--- config.mk ---
export PLATFORM = sky130hd
export DESIGN_NAME = split_eval_sequencer
export DESIGN_NICKNAME = d
export VERILOG_FILES = /design/src/rtl/split_eval_sequencer.sv
export SDC_FILE = /design/constraint.sdc
export NUM_CORES = 1
export LEC_CHECK = 0
export CORE_UTILIZATION = 50
export CTS_CLUSTER_DIAMETER = 80
export DETAILED_ROUTE_END_ITERATION = 8
export HOLD_SLACK_MARGIN = 0.03
export PLACE_DENSITY = 0.74
export SLEW_MARGIN = 10
export SYNTH_ARGS = -nofsm -noshare
export SYNTH_HDL_FRONTEND = slang
export SYNTH_SLANG_ARGS = --single-unit
--- constraint.sdc ---
create_clock -name clk -period 4.05 [get_ports clk]
set_input_delay 1.0125 -clock clk [delete_from_list [all_inputs] [get_ports clk]]
set_output_delay 1.0125 -clock clk [all_outputs]
set_load 0.02 [all_outputs]
--- src/rtl/split_eval_sequencer.sv ---
// split_eval_sequencer: scans NUM_SPLITS split checkers through one shared
// result mux. For each split it drives split_sel, waits SETTLE_CYCLES cycles,
// then samples split_bit. It reports SAT, the first failing index and the
// failure count over a valid/ready result channel.
// Ports: clk, rst_n (async, active low); start_valid/start_ready (job request);
//        abort (cancel a running job); split_sel/split_bit (external mux);
//        busy; res_valid/res_ready, res_sat, res_fail_idx, res_fail_cnt.
// Optional macro SPLIT_EARLY_EXIT_EN: the job ends at the first failing split.
module split_eval_sequencer #(
    parameter int NUM_SPLITS    = 32,
    parameter int SETTLE_CYCLES = 2,
    parameter int IDX_W = (NUM_SPLITS > 1) ? $clog2(NUM_SPLITS) : 1,
    parameter int CNT_W = $clog2(NUM_SPLITS + 1)
) (
    input  logic             clk,
    input  logic             rst_n,
    input  logic             start_valid,
    output logic             start_ready,
    input  logic             abort,
    output logic [IDX_W-1:0] split_sel,
    input  logic             split_bit,
    output logic             busy,
    output logic             res_valid,
    input  logic             res_ready,
    output logic             res_sat,
    output logic [IDX_W-1:0] res_fail_idx,
    output logic [CNT_W-1:0] res_fail_cnt
);

    localparam int SET_W = (SETTLE_CYCLES > 0) ? $clog2(SETTLE_CYCLES + 1) : 1;
    localparam logic [IDX_W-1:0] LAST_SEL = IDX_W'(NUM_SPLITS - 1);
    localparam logic [SET_W-1:0] SET_LOAD = SET_W'(SETTLE_CYCLES);

    typedef enum logic [1:0] {
        IDLE,
        SETTLE,
        SAMPLE,
        DONE
    } state_t;

    state_t           state;
    logic [SET_W-1:0] settle_cnt;
    logic             sat;
    logic [IDX_W-1:0] fail_idx;
    logic [CNT_W-1:0] fail_cnt;

    // Running result if the current split_bit were taken this cycle.
    logic             nxt_sat;
    logic [IDX_W-1:0] nxt_idx;
    logic [CNT_W-1:0] nxt_cnt;
    logic             finish;

    always_comb begin
        nxt_sat = sat & split_bit;
        nxt_idx = fail_idx;
        nxt_cnt = fail_cnt;
        if (!split_bit) begin
            nxt_cnt = fail_cnt + CNT_W'(1);
            if (sat) begin
                nxt_idx = split_sel;
            end
        end
`ifdef SPLIT_EARLY_EXIT_EN
        finish = (split_sel == LAST_SEL) || !split_bit;
`else
        finish = (split_sel == LAST_SEL);
`endif
    end

    always_ff @(posedge clk or negedge rst_n) begin
        if (!rst_n) begin
            state        <= IDLE;
            settle_cnt   <= '0;
            sat          <= 1'b0;
            fail_idx     <= '0;
            fail_cnt     <= '0;
            split_sel    <= '0;
            busy         <= 1'b0;
            start_ready  <= 1'b1;
            res_valid    <= 1'b0;
            res_sat      <= 1'b0;
            res_fail_idx <= '0;
            res_fail_cnt <= '0;
        end else begin
            unique case (state)
                IDLE: begin
                    if (start_valid && start_ready) begin
                        split_sel   <= '0;
                        fail_cnt    <= '0;
                        fail_idx    <= '0;
                        sat         <= 1'b1;
                        settle_cnt  <= SET_LOAD;
                        busy        <= 1'b1;
                        start_ready <= 1'b0;
                        state       <= (SETTLE_CYCLES == 0) ? SAMPLE : SETTLE;
                    end
                end
                SETTLE: begin
                    if (abort) begin
                        busy        <= 1'b0;
                        start_ready <= 1'b1;
                        state       <= IDLE;
                    end else begin
                        settle_cnt <= settle_cnt - SET_W'(1);
                        if (settle_cnt <= SET_W'(1)) begin
                            state <= SAMPLE;
                        end
                    end
                end
                SAMPLE: begin
                    // An abort in this cycle discards the sample.
                    if (abort) begin
                        busy        <= 1'b0;
                        start_ready <= 1'b1;
                        state       <= IDLE;
                    end else begin
                        sat      <= nxt_sat;
                        fail_idx <= nxt_idx;
                        fail_cnt <= nxt_cnt;
                        if (finish) begin
                            busy         <= 1'b0;
                            res_valid    <= 1'b1;
                            res_sat      <= nxt_sat;
                            res_fail_idx <= nxt_idx;
                            res_fail_cnt <= nxt_cnt;
                            state        <= DONE;
                        end else begin
                            split_sel  <= split_sel + IDX_W'(1);
                            settle_cnt <= SET_LOAD;
                            state      <= (SETTLE_CYCLES == 0) ? SAMPLE : SETTLE;
                        end
                    end
                end
                DONE: begin
                    // start_ready rises only after the handshake edge.
                    if (res_ready) begin
                        res_valid   <= 1'b0;
                        start_ready <= 1'b1;
                        state       <= IDLE;
                    end
                end
                default: state <= IDLE;
            endcase
        end
    end

endmodule

==> flow_summary.toml, run 1 <==
[die]
num_rows = 21
die_area_um2 = 4000
start_util_pct = 54.0
io_pins = 26
die_x_um = 63.2
die_y_um = 63.2
core_area_um2 = 3470

[clocking]
cts_buffers = 5
cts_root_buffer = "clkbuf_8"
cts_resized = 0
htreeDepth = 2
cts_tree = "done"
clk_pin_slew_worst_paths_ns = 0.07
cts_hold_buffers = 0
cts.sinks = 36
postCtsSetupBuffers = 0
insertion_delay_ns = 0.29
cts_buffer_depth = 2

[timing]
skew_ns = 0.00669
drv_slew = 0
max_freq_mhz = 387
maxSlewHeadroom_pct = 50.1
tightest_slew_ns = 0.745
fin_tns_setup_ns = 0
hold_violations = 0
fin_crit_ns = 2.59
fin_crit_sh_pct = 63.9
layout_setup_ws_ns = 1.46
finalSetupViolCount = 0
rsz0062_at_grt = "false"

[final_layout]
regArea_um2 = 902
multiInputGateArea_um2 = 915
fillers = 285
fin_area_um2 = 2290
n_antenna_cell = 0
finalNetCount = 224
drive_gt1_share_pct = 9.57
area_growth_pct = 22.3

[power_and_ir_drop]
swShare_pct = 34.1
p_clk_share_pct = 28.0
p_per_area_nw_per_um2 = 536
leakage_nw = 1.04
ir_drop_mv = 0.406
pwr-share-seq_pct = 36.1
p_sw_w = 0.000420
power_frac_comb_pct = 35.9
internal-power_w = 0.000810
power_w = 0.00123

[synthesis]
synth_common_cells = "35 x dfrtp_1, 20 x nand2_1, 17 x o21ai_1, 10 x a22o_1, 10 x ha_1"
ys_ff_latch = 36
synth_edf_count = 0
yosysMostFrequentCell = "dfrtp_1"
synth_cells = 179
synthArstFlopShare_pct = 100
ys.flop_type = "dfrtp_1"
avgSynthCellArea_um2 = 10.5
netlist_area_um2 = 1870
synth.net_count = 195
synth.top_cell.area_share_pct = 46.7
synth_cell_type_count = 37
ys_top_cells_by_area = "dfrtp_1 47%, ha_1 6.7%, mux2i_1 4.8%"
yosys.area.top_type = "dfrtp_1"
yosysSeqAreaShare_pct = 48.1
ys_warn_count = 0

[global_route]
grt-ovfl-total = 0
antenna_found_initial = 0
grt_pass1_vias = 1426
grt.total_usage_pct = 20.8
grt_max_degree = 25
grt_pass1_wl_um = 6480

[critical_path]
regToRegSetupSlack_ns = 1.98
r2r_end = "settle_cnt[1]"
path_max_fanout = 11
endpoint_kind = "flop"
criticalPathCategory = "in2reg"
critPathArrivalTime_ns = 2.81
required_ns = 4.28
ff2ff_path_depth = 7
worst_setup_path_start_kind = "input port"
timing.rr.start = "split_sel[0]"

[min_path]
worst_hold_path.endpoint = "res_fail_idx[2]"
hp-start = "res_fail_idx[2]"
hold_path_class = "reg2reg"
holdPathStages = 2

[placed_design]
placedInstanceArea_um2 = 2170
hpwl_um = 2750
place_ws_ns = 1.21
port_buffers = 25
gp_congestion = 0.817

[drt]
routed_wl_um = 3700
remaining_drc_errors = 0
drtIter0Drc = 69
ant_nets = 0
via_per_inst = 5.53
drt_first_pass_iters = 4
wl_per_cell_um = 14.5
via_count = 1410

[job]
drv_cap = 0

[outcome]
status = "finished clean"
-- state kept, by name (all words and copies together), names as in the netlist --
signal / flops
fail_cnt: 6
res_fail_cnt: 6
fail_idx: 5
res_fail_idx: 5
split_sel: 5
settle_cnt: 2
state: 2
busy: 1
res_sat: 1
res_valid: 1
sat: 1
start_ready: 1
-- kinds of logic (layout without fill, tap and decap cells) --
family                     after synthesis  after routing  synth area share (%)
DFF                                     36             36                  48.1
and+or+nand+nor                         57             57                  16.4
xor gates and xnor gates                 6              6                  2.80
buffers and inverters                   12             42                  3.07
muxes                                   12             12                  6.61
adders and majority gates               10             10                  6.68
AOI/OAI and AO/OA                       46             46                  16.4
-- worst max-delay path, cell delays in order --
cell	delay, ns
clkdlybuf4s50_1	0.62
nor2b_1	0.65
and3_1	0.35
a22o_1	0.17
-- power by group through the flow --
stage / sequential [W] / combinational [W] / clock, W
after global placement: 0.000446 / 0.000425 / 0
after floorplan: 0.000459 / 0.000315 / 0
after detailed placement: 0.000450 / 0.000442 / 0
final: 0.000444 / 0.000442 / 0.000344
after CTS: 0.000443 / 0.000444 / 0.000348
after global routing: 0.000449 / 0.000487 / 0.000361
-- layout make-up --
type	count	share of cell area, %
Multi-Input combinational cell	131	39.9
Inverter	7	1.15
Clock buffer	7	4.20
Tap cell	46	2.51
Sequential cell	36	39.4
Timing Repair Buffer	27	11.6
Clock inverter	1	1.31
-- layer usage --
layer	share of wire (%)	wire [um]	GRT usage, %	vias to the layer above
li1	-	-	-	696
met1	46	1720	27.4	668
met2	47	1740	33.7	40
met3	4.9	180	4.53	6
met4	1.5	57	7.67	0
met5	0	0	0	-
-- cells in the final DEF (no fill, tap or decap), drive strengths merged, types with 2 or more instances in the layout --
cell	n
nor3	3
nor2b	4
clkdlybuf4s50	25
dfrtp	35
xnor2	4
a22o	10
nand2b	3
buf	2
ha	10
and3	4
nand2	20
a21oi	4
and4b	4
o31ai	2
nand3	5
mux2	3
mux2i	9
or3	2
o21ai	25
inv	7
clkbuf	7
xor2	2
nor2	8
-- how the worst max path moves through the flow --
stage,startpoint,endpoint,slack [ns],depth (start not counted)
finish,split_bit,fail_idx[1],1.46,4
global route,split_bit,fail_idx[4],1.32,4
CTS,split_bit,fail_idx[1],1.49,4
detailed placement,split_bit,fail_idx[1],1.21,4
global placement,split_bit,fail_idx[1],1.29,4
floorplan,split_sel[0],split_sel[3],2.08,7
-- through the flow --
stage                     hold slack (ns)  cells  util [%]
after floorplan                     0.465    179         -
after global placement              0.467    247      62.4
after detailed placement            0.476    247      62.4
after CTS                           0.492    255      66.1
after global routing                0.521    255      66.1
final                               0.487    255      66.1
(Power assumes the default switching activity.)
==> run 2, diff against run 1 <==
- clock period: 4.05 -> 2.5 ns (I/O delays scaled with it)
==> flow_summary.toml, run 2 (synthesis results as in run 1) <==
[timing]
drv_slew = 0
hold_violations = 0
max_freq_mhz = 478
maxSlewHeadroom_pct = 70.7
fin_crit_sh_pct = 83.7
rsz0062_at_grt = "false"
tightest_slew_ns = 0.440
fin_crit_ns = 2.09
finalSetupViolCount = 0
skew_ns = 0.00580
fin_tns_setup_ns = 0

[clocking]
cts_root_buffer = "clkbuf_8"
clk_pin_slew_worst_paths_ns = 0.07
cts_tree = "done"
cts_buffer_depth = 2
cts_hold_buffers = 0
insertion_delay_ns = 0.29
cts.sinks = 36
cts_resized = 0
htreeDepth = 2
cts_buffers = 5
postCtsSetupBuffers = 0

[critical_path]
cp-endpoint = "start_ready"
worst_setup_path_start_kind = "flop"
critPathArrivalTime_ns = 1.47
crit_start = "start_ready"
criticalPathCategory = "reg2out"
crit_buf_inv = 1
crit_family = "buffers and inverters"
cpPeakStageDelay_ns = 0.61
cpMaxStageDelayCell = "clkdlybuf4s50_1"
required_ns = 1.88
crit_cells = 1
r2r_end = "settle_cnt[1]"
endpoint_kind = "output pin"
ff2ff_path_depth = 7
timing.rr.start = "split_sel[0]"
cp_cell_sequence = "clkdlybuf4s50_1"
regToRegSetupSlack_ns = 0.44
path_max_fanout = 5

[global_route]
grt_pass1_vias = 1421
grtUsageMet1_pct = 25.1
grt_use_met2_pct = 35.2
antenna_found_initial = 0
met3_usage_pct = 3.99
grt.total_usage_pct = 20.9
grt_max_degree = 37
grt_pass1_wl_um = 6430
top_usage_layer = "met2"
grt-ovfl-total = 0

[die]
num_rows = 21
core_area_um2 = 3470
io_pins = 26
die_area_um2 = 4000
die_y_um = 63.2
start_util_pct = 54.0
die_x_um = 63.2

[power_and_ir_drop]
power_frac_comb_pct = 37.0
internal-power_w = 0.00126
leakage_nw = 1.04
p_sw_w = 0.000683
pwr-share-seq_pct = 37.0
p_per_area_nw_per_um2 = 848
p_clk_share_pct = 26.0
swShare_pct = 35.2
ir_drop_mv = 0.523
power_w = 0.00194

[final_layout]
area_growth_pct = 22.3
fillers = 300
fin_area_um2 = 2290
final_cell_mix = "35 x dfrtp_1, 25 x clkdlybuf4s50_1, 20 x nand2_1"
drive_gt1_share_pct = 10.4
finalNetCount = 226
final_common_cell = "dfrtp_1"
n_antenna_cell = 0
reg_top3 = "fail_cnt (6), res_fail_cnt (6)"

[drt]
ant_nets = 0
remaining_drc_errors = 0
drt_first_pass_iters = 4
drtIter0Drc = 74
via_per_inst = 5.56
via_count = 1428
wl_per_cell_um = 14.5
routed_wl_um = 3720

[outcome]
status = "finished clean"

[min_path]
hold_path_class = "reg2reg"
holdPathStages = 2

[placed_design]
hpwl_um = 2730
placedInstanceArea_um2 = 2180
gp_congestion = 0.802
port_buffers = 25

[job]
drv_cap = 0
## run 2: layout make-up
type	instances	area (um2)	share of cell area, %
multi-input cells	131	915	39.9
flip-flops and latches	36	902	39.4
repair buffers	29	280	12.2
clock buffers	5	68.8	3.00
well taps	46	57.6	2.51
clock inverters	3	42.5	1.86
inverters	7	26.3	1.15
## run 2: layer usage
metal	share of wire, %	routed length, um
met5	0	0
met2	48	1790
met1	46	1710
met4	2.4	90
met3	3.6	135
## run 2: worst min path at each step
stage,from,end,slack [ns]
6_report,res_fail_cnt[3],res_fail_cnt[3],0.49
3_3_place_gp,res_fail_idx[2],res_fail_idx[2],0.47
2_1_floorplan,rst_n,busy,0.33
4_1_cts,res_fail_cnt[3],res_fail_cnt[3],0.49
5_1_grt,res_fail_idx[3],res_fail_idx[3],0.52
3_5_place_dp,res_fail_cnt[3],res_fail_cnt[3],0.48
## run 2: power by group through the flow
stage | combinational [W] | clock [W] | sequential (W)
2_1_floorplan | 0.000510 | 0 | 0.000744
3_3_place_gp | 0.000710 | 0 | 0.000725
3_5_place_dp | 0.000728 | 0 | 0.000728
4_1_cts | 0.000731 | 0.000517 | 0.000718
5_1_grt | 0.000796 | 0.000545 | 0.000728
6_report | 0.000719 | 0.000506 | 0.000719
## run 2: per-stage QoR
stage | setup WS [ns] | util [%] | instances | hold slack, ns
after floorplan | 0.530 | - | 179 | 0.329
after global placement | 0.298 | 62.9 | 249 | 0.466
after detailed placement | 0.218 | 62.9 | 249 | 0.476
after CTS | 0.397 | 66.1 | 257 | 0.492
after global routing | 0.325 | 66.1 | 257 | 0.523
final | 0.407 | 66.1 | 257 | 0.486
